<file path="src/rtl/store_buffer.sv">
// store_buffer: posted-write FIFO between the core's memory stage and the
// word-addressed data memory (Dm).
//
// Stores from the core are queued in a circular array of {addr, data, pc}
// entries. The buffer drains them in program order, one per cycle, into the
// Dm write port. Loads look up the queued stores combinationally and get
// forwarded data from the youngest matching entry, so a load never sees stale
// memory contents.
//
// Optional feature (compile-time macro STORE_BUFFER_COALESCE_EN):
//   A store whose word address matches the youngest valid entry merges into
//   that entry instead of allocating a new one. This does not apply when the
//   youngest entry is also the head being popped this cycle.
//
// Parameters:
//   DEPTH  number of buffered stores (power of two, >= 2)
//   AW     address width (matching/draining use addr[AW-1:2])
//   DW     data width
//
// Ports:
//   clk, reset          clock; asynchronous active-low reset
//   st_valid/addr/data/pc, st_ready   store push handshake from the core
//   ld_addr, ld_hit, ld_data          combinational load-forwarding lookup
//   drain_hold                        inhibits draining this cycle
//   dm_wEn/addr/dIn/pc                Dm write port (head entry)
//   count, empty                      occupancy status
module store_buffer #(
    parameter int DEPTH = 4,
    parameter int AW    = 32,
    parameter int DW    = 32
) (
    input  logic                     clk,
    input  logic                     reset,
    input  logic                     st_valid,
    input  logic [AW-1:0]            st_addr,
    input  logic [DW-1:0]            st_data,
    input  logic [31:0]              st_pc,
    output logic                     st_ready,
    input  logic [AW-1:0]            ld_addr,
    output logic                     ld_hit,
    output logic [DW-1:0]            ld_data,
    input  logic                     drain_hold,
    output logic                     dm_wEn,
    output logic [AW-1:0]            dm_addr,
    output logic [DW-1:0]            dm_dIn,
    output logic [31:0]              dm_pc,
    output logic [$clog2(DEPTH):0]   count,
    output logic                     empty
);

    localparam int PW = $clog2(DEPTH);
    localparam int CW = PW + 1;
    localparam int WW = AW - 2;

    // Entry storage: word address only, the byte offset is never needed.
    logic [WW-1:0]  entAddr [DEPTH];
    logic [DW-1:0]  entData [DEPTH];
    logic [31:0]    entPc   [DEPTH];

    logic [PW-1:0]  headPtr;
    logic [PW-1:0]  tailPtr;

    logic           drainEn;
    logic           pushEn;
    logic           allocEn;
    logic           coalesceMatch;
    logic           fwdHit;
    logic [DW-1:0]  fwdData;
    logic [PW-1:0]  fwdIdx;

    // Byte-offset bits are deliberately ignored by the word-addressed memory.
    logic           unusedOffsetBits;
    assign unusedOffsetBits = ^{st_addr[1:0], ld_addr[1:0]};

    assign empty   = (count == CW'(0));
    assign drainEn = ~empty & ~drain_hold;
    assign dm_wEn  = drainEn;

`ifdef STORE_BUFFER_COALESCE_EN
    logic [PW-1:0]  youngIdx;
    assign youngIdx = tailPtr - PW'(1);
    // The youngest entry cannot absorb a store while it is leaving as the head.
    assign coalesceMatch = ~empty
                         & (entAddr[youngIdx] == st_addr[AW-1:2])
                         & ~(drainEn & (count == CW'(1)));
`else
    assign coalesceMatch = 1'b0;
`endif

    // A full buffer still accepts when a slot frees this cycle or the store merges.
    assign st_ready = (count < CW'(DEPTH)) | drainEn | coalesceMatch;
    assign pushEn   = st_valid & st_ready;
    assign allocEn  = pushEn & ~coalesceMatch;

    // Head entry drives the Dm port; zeros when nothing is buffered.
    assign dm_addr = empty ? '0 : {entAddr[headPtr], 2'b00};
    assign dm_dIn  = empty ? '0 : entData[headPtr];
    assign dm_pc   = empty ? '0 : entPc[headPtr];

    // Forwarding lookup: walk oldest to youngest so the last match (youngest) wins.
    always_comb begin
        fwdHit  = 1'b0;
        fwdData = '0;
        fwdIdx  = '0;
        for (int i = 0; i < DEPTH; i++) begin
            fwdIdx = headPtr + i[PW-1:0];
            if ((CW'(i) < count) && (entAddr[fwdIdx] == ld_addr[AW-1:2])) begin
                fwdHit  = 1'b1;
                fwdData = entData[fwdIdx];
            end else begin
                fwdHit  = fwdHit;
                fwdData = fwdData;
            end
        end
    end

    assign ld_hit  = fwdHit;
    assign ld_data = fwdData;

    // Pointers and occupancy; count only moves when exactly one of alloc/pop fires.
    always_ff @(posedge clk or negedge reset) begin
        if (!reset) begin
            headPtr <= '0;
            tailPtr <= '0;
            count   <= '0;
        end else begin
            if (allocEn) begin
                tailPtr <= tailPtr + PW'(1);
            end
            if (drainEn) begin
                headPtr <= headPtr + PW'(1);
            end
            case ({allocEn, drainEn})
                2'b10:   count <= count + CW'(1);
                2'b01:   count <= count - CW'(1);
                default: count <= count;
            endcase
        end
    end

    // Entry array: allocate at tail, or merge into the youngest entry when coalescing.
    always_ff @(posedge clk or negedge reset) begin
        if (!reset) begin
            for (int i = 0; i < DEPTH; i++) begin
                entAddr[i] <= '0;
                entData[i] <= '0;
                entPc[i]   <= '0;
            end
        end else begin
            if (allocEn) begin
                entAddr[tailPtr] <= st_addr[AW-1:2];
                entData[tailPtr] <= st_data;
                entPc[tailPtr]   <= st_pc;
            end
`ifdef STORE_BUFFER_COALESCE_EN
            else if (pushEn) begin
                entData[youngIdx] <= st_data;
                entPc[youngIdx]   <= st_pc;
            end
`endif
        end
    end

endmodule

</file>
<file path="config.mk">
export PLATFORM = sky130hd
export DESIGN_NAME = store_buffer
export DESIGN_NICKNAME = d
export VERILOG_FILES = /design/src/rtl/store_buffer.sv
export SDC_FILE = /design/constraint.sdc
export NUM_CORES = 1
export LEC_CHECK = 0
export ABC_AREA = 1
export CAP_MARGIN = 15
export CORE_UTILIZATION = 40
export DETAILED_ROUTE_END_ITERATION = 12
export PLACE_DENSITY = 0.62
export SKIP_CTS_REPAIR_TIMING = 1
export SLEW_MARGIN = 20
export SYNTH_ARGS = -nofsm -noshare
export SYNTH_HDL_FRONTEND = slang
export SYNTH_SLANG_ARGS = --single-unit
</file>
<file path="constraint.sdc">
create_clock -name clk -period 6.1 [get_ports clk]
set_input_delay 1.22 -clock clk [delete_from_list [all_inputs] [get_ports clk]]
set_output_delay 1.22 -clock clk [all_outputs]
set_load 0.02 [all_outputs]
</file>
==> Word-level counts from Yosys, hierarchy flattened <==
Index checks and enable logic that the tools add are counted.
{ "word_totals": {"regBits": 383, "latch_bits": 0, "mem_bits_rw": 0, "rom_bits": 0, "inputBits": 132, "mem_count": 0} }
{ "classes": {"addsub": 6, "multipliers": 0, "div": 0, "n_lt_le_gt_ge": 11, "eq_ne": 6, "shift": 0, "mux": 46, "bitwise": 10, "reduce_logical": 7} }
{ "ops": {"columns": ["operator", "n"], "rows": [
  ["$mux W32", 18],
  ["$bmux W32 S2", 5],
  ["$mux W30", 9],
  ["$bwmux W128", 2],
  ["$bmux W30 S2", 4],
  ["$bwmux W120", 1],
  ["$eq A30 B30 Y1", 4],
  ["$demux W32 S2", 1],
  ["$demux W30 S2", 1],
  ["$ge A3 B3 Y1 const B", 5],
  ["$not A2 Y3", 5],
  ["$lt A1 B3 Y1 const A", 2],
  ["$lt A2 B3 Y1 const A", 2],
  ["$pmux W3 S2", 1],
  ["$logic_and A1 B1 Y1", 5],
  ["$add A2 B1 Y2 const B", 2],
  ["$add A2 B2 Y2 const B", 2],
  ["$mux W1", 4],
  ["$add A3 B1 Y3 const B", 1],
  ["$logic_not A3 Y1", 1],
  ["$lt A3 B1 Y1 const B", 1],
  ["$lt A3 B3 Y1 const B", 1],
  ["$sub A3 B1 Y3 const B", 1],
  ["$and A1 B1 Y1", 2],
  ["5 further kinds", 6]
]} }

==> Longest topological paths before layout <==
{ "depth": {"word_depth": 10, "depth_mapped": 21} }

==> Worst setup path after synthesis <==
OpenSTA, ideal clock, no wires.
{ "synth_path": {"kind": "input to output", "from": "in ld_addr[18]", "to": "out ld_data[21]", "arrival_ns": 2.508, "t_required_ns": 4.880, "path_slack_ns": 2.372, "cell_stages": 15, "path_buffers": 1, "path_cell_list": "inv_1 -> nand3_1 -> nand2_1 -> nor2_1 -> nand2_1 -> inv_1 -> nand2_1 -> nor2_2 -> nand2_1 -> nand2_1 -> nor2_1 -> buf_2 -> nor2_1 -> nand2_1 -> nand2_1"} }
{ "synth_via": {"elab_chain_cells": 6, "word_cells_on_any_way": 12} }
{ "synth_rtl": {"columns": ["item", "line_no", "source"], "rows": [
  ["start, declared", "39", "input logic [AW-1:0] ld_addr,"],
  ["$eq A30 B30 Y1", "107", "if ((CW'(i) < count) && (entAddr[fwdIdx] == ld_addr[AW-1:2])) begin"],
  ["$logic_and A1 B1 Y1", "107", null],
  ["$mux W32 (3 in series)", "107", null],
  ["$mux W32 *", "107", null],
  ["end, declared", "41", "output logic [DW-1:0] ld_data,"]
]} }
Every way passes the cells marked *; elsewhere a longest branch is shown, timed or not.

==> Worst setup path after layout <==
{ "layout_path": {"from": "reg headPtr[1]", "to": "out ld_data[0]"} }
{ "layout_via": {"elab_chain_cells": 10, "word_cells_on_any_way": 43} }
{ "layout_rtl": {"columns": ["item", "line_no", "source"], "rows": [
  ["start, declared", "60", "logic [PW-1:0] headPtr;"],
  ["start signal, assigned", "131", "headPtr <= headPtr + PW'(1);"],
  ["$add A2 B1 Y2 or $not A2 Y3 (tied branches)", "106, 107, 109", null],
  ["$not A2 Y3 (implied by the code) or $bmux W30 S2 (tied branches)", "107, 109", null],
  ["$bmux W30 S2 or $mux W30 (tied branches)", "107", null],
  ["$mux W30 (implied by the code)", "107", null],
  ["$mux W30 (implied by the code) or $eq A30 B30 Y1 (tied branches)", "107", null],
  ["$eq A30 B30 Y1 or $logic_and A1 B1 Y1 (tied branches)", "107", null],
  ["$logic_and A1 B1 Y1 or $mux W32 (tied branches)", "107", null],
  ["$mux W32 (2 in series)", "107", null],
  ["$mux W32 *", "107", null]
]} }
Every way passes the cells marked *; elsewhere a longest branch is shown, timed or not. The select of a mux whose other input is x is not followed.

==> summary.txt <==
Setup path
  – Critical Path Sink Type: output pin
  – Arrival @ worst endpoint: between 4000 and 5000 ps
  – CP delay by family, top: simple AND/OR/NAND/NOR gates
  – Critical path's slowest cell: dfrtp_4
  – Bufs and invs on worst path: 4
  – CP max stage delay: around 630 ps
  – CP max FO: 32
  – Critical path required time: around 4900 ps
  – Setup crit start: headPtr[1]
  – Critical-path cell list: inv_4 -> nand2_1 -> nand2_4 -> buf_4 -> nand2_1 -> nand3_1 -> nand2_1 -> nor2_1 -> nand2_1 -> nor2_1 -> nand2_1 -> nor2_2 -> nor2_2 -> buf_4 -> nor2_1 -> nand2_1 -> nand2_1 -> clkdlybuf4s50_1
  – Startpoint Class: register
  – Most common cell on crit path: nand2_1
  – Reg-to-Reg Start: count[2]
  – CP Class: reg2out

Flow run
  – Max-Cap Viols: 0

Timing
  – FMAX: roughly 170 MHz
  – Worst slew pin tran: approximately 970 ps
  – RSZ-0062 raised after global routing: false
  – Endpoints failing hold: 0
  – Final setup viols: 0
  – Max-slew violations: 0
  – Setup_tns: 0 ps
  – Fin crit share: between 90% and 100%
  – Final Skew: between 10 and 15 ps
  – Relative slew slack: a little over a third
  – Final worst slack: around 320 ps
  – Post-layout minimum cycle time: 5782 ps

Clocking
  – Max Root-Sink Buffers: 3
  – Insertion delay to the later sink of the worst-skew pair: just under 600 ps
  – Clk sinks: ~380
  – Clock-pin slew on the worst setup and hold paths: 60 ps
  – H-tree levels: 2
  – Clk root buf: clkbuf_16
  – Total CTS buffers: 46
  – TritonCTS clock tree: yes

Final layout
  – Multi-input logic area: roughly 13000 sq um
  – Commonest non-fill, non-tap cell in the layout: nand2_1
  – Layout area overhead: 20.04%
  – # fillers: approximately 6200
  – Layout cells sized above 1: under 10%
  – Register area: 9592 sq um
  – Final Non-Filler Cells: about 4800
  – Finished Cell Area: ~29000 sq um
  – Most frequent cells in the layout: nand2_1 (1617), o21ai_0 (639), nand3_1 (390), dfrtp_1 (381), inv_1 (320)
  – Final #Nets: around 4100

Global routing
  – First-pass GRT wire length: about 130 mm
  – Global Route Usage Sum: about a quarter
  – Initial antenna violation count: 5
  – GRT overflow: 0
  – Number of global-route vias before repair: about 23000
  – Largest net degree at the start of global routing: ~120

Power
  – Power density over the cells: between 600 and 700 nW/um^2
  – Leakage: about 15 nW
  – VDD IR max: 0.0003662 V
  – Total power: 18.07 mW

Route
  – DRC Markers: 0
  – First-iteration detailed-routing DRC count: 1841
  – DR vias: 24950
  – Final ANT Viol Nets: 0
  – Vias per inst: about 5.2
  – Pre-antenna DRT Iters: 8
  – Routed WL: ~81 mm
  – DR WL/cell: between 15 and 20 microns

Logic synthesis
  – Cell variety after synth: 29
  – Seq/Total Area, Yosys: between 30% and 40%
  – Syn Area/Cell: between 6 and 7 sq um
  – Post-Syn Area: 24530 sq um
  – Post-synthesis cell count: between 3000 and 4000
  – Number of synthesized register bits: 383
  – Ys Warns: 0

Floorplanning
  – Chip Height: about 250 microns
  – I/O pins: 267
  – Die area: between 60000 and 70000 sq um
  – Area of the core: between 60000 and 70000 sq um
  – Num rows: 90
  – Initial Util: between 40% and 50%
  – Die width: ~250 microns

Placement
  – Placed Cells: around 4700
  – Dpl cell area: about 28000 sq um
  – GPL Wtd Cong: between 0.9 and 1
  – PortBufs: 260
  – Hpwl dp: around 53 mm
  – Pre-CTS WS: 353.0 ps

Hold path
  – Worst min-delay path class: reg2reg
  – HP Start: entPc[0]

Outcome
  – Status: finished clean
-- layer usage --
metal,vias up,routed length [microns],global-route usage [%]
met5,-,54,0
met4,8,2824,9.559
met3,158,5484,4.756
met2,752,36090,41.30
met1,11420,37040,35.41
li1,12610,-,-
-- power by group --
group / internal [mW] / total [mW] / switching [mW]
Sequential: 3.70 / 4.54 / 0.831
Clock: 2.00 / 3.20 / 1.20
Combinational: 3.58 / 10.3 / 6.76
-- tightest hold or removal path, cell delays in order (launching register included) --
cell and delay (ps):
dfrtp_1 340, nand2_1 50, o21ai_0 60
-- logic make-up after synthesis --
group | count (synthesis) | synth area share (%)
AND/OR/NAND/NOR | 2184 | 35.58
other | 1 | 0.01528
AO/OA/AOI/OAI | 718 | 15.21
adder cells (fa/ha/maj) | 9 | 0.4590
flip-flops | 383 | 39.06
buffers and inverters | 578 | 9.281
XOR/XNOR | 10 | 0.3570
multiplexers | 1 | 0.04080
-- synth_stat cells --
cell / number / area, sq um
nand4_1: 9 / 56.30
nor2_1: 156 / 585.6
o21ai_0: 639 / 3198
nor2_2: 2 / 12.51
conb_1: 1 / 3.750
o211ai_1: 7 / 52.55
or2_0: 1 / 6.260
inv_1: 320 / 1201
and2_1: 1 / 6.260
buf_2: 59 / 295.3
nand2_1: 1621 / 6085
xnor2_1: 2 / 17.52
a31oi_1: 32 / 200.2
buf_1: 23 / 86.33
nand3_1: 390 / 1952
buf_6: 1 / 11.26
or2_2: 1 / 6.260
nand2_2: 3 / 18.77
a21oi_1: 2 / 10.01
buf_4: 7 / 52.55
clkbuf_1: 157 / 589.3
a22oi_1: 32 / 240.2
ha_1: 9 / 112.6
inv_2: 8 / 30.03
clkinv_1: 3 / 11.26
dfrtp_1: 383 / 9584
o21ai_1: 6 / 30.03
xor2_1: 8 / 70.07
mux2i_1: 1 / 10.01
-- final cells by class --
| class | count | area share (%) |
|---|---|---|
| tap | 782 | 3.322 |
| timing repair buffer | 307 | 10.58 |
| multi-input combinational | 2924 | 43.20 |
| clock buffer | 58 | 4.299 |
| sequential | 383 | 32.57 |
| clock inverter | 28 | 1.725 |
| antenna | 1 | 0.008497 |
| inverter | 331 | 4.291 |
-- metrics by stage --
stage | util (%) | hold WS (ps)
global placement | 45.68 | 465.7
CTS | 48.61 | 486.7
finish | 48.70 | 481.9
global route | 48.70 | 505.9
detailed placement | 45.68 | 472.6
floorplan | - | 453.0
-- state kept, by name, summed over array words and instances (netlist names) --
name / cells
tailPtr: 2
count: 3
entPc: 128
headPtr: 2
entData: 128
entAddr: 120
-- path summary, 6_finish.rpt --
path | endpoint | slack [ps] | cells after the start
worst max-delay path | ld_data[0] | 320 | 18
max in group asynchronous | entData[121] | 4200 | 2
worst max register to register | count[2] | 3210 | 9
worst min-delay path | entPc[0] | 480 | 2
worst min register to register | entPc[0] | 480 | 2
min in group asynchronous | entPc[106] | 650 | 1
(Power assumes the default switching activity.)
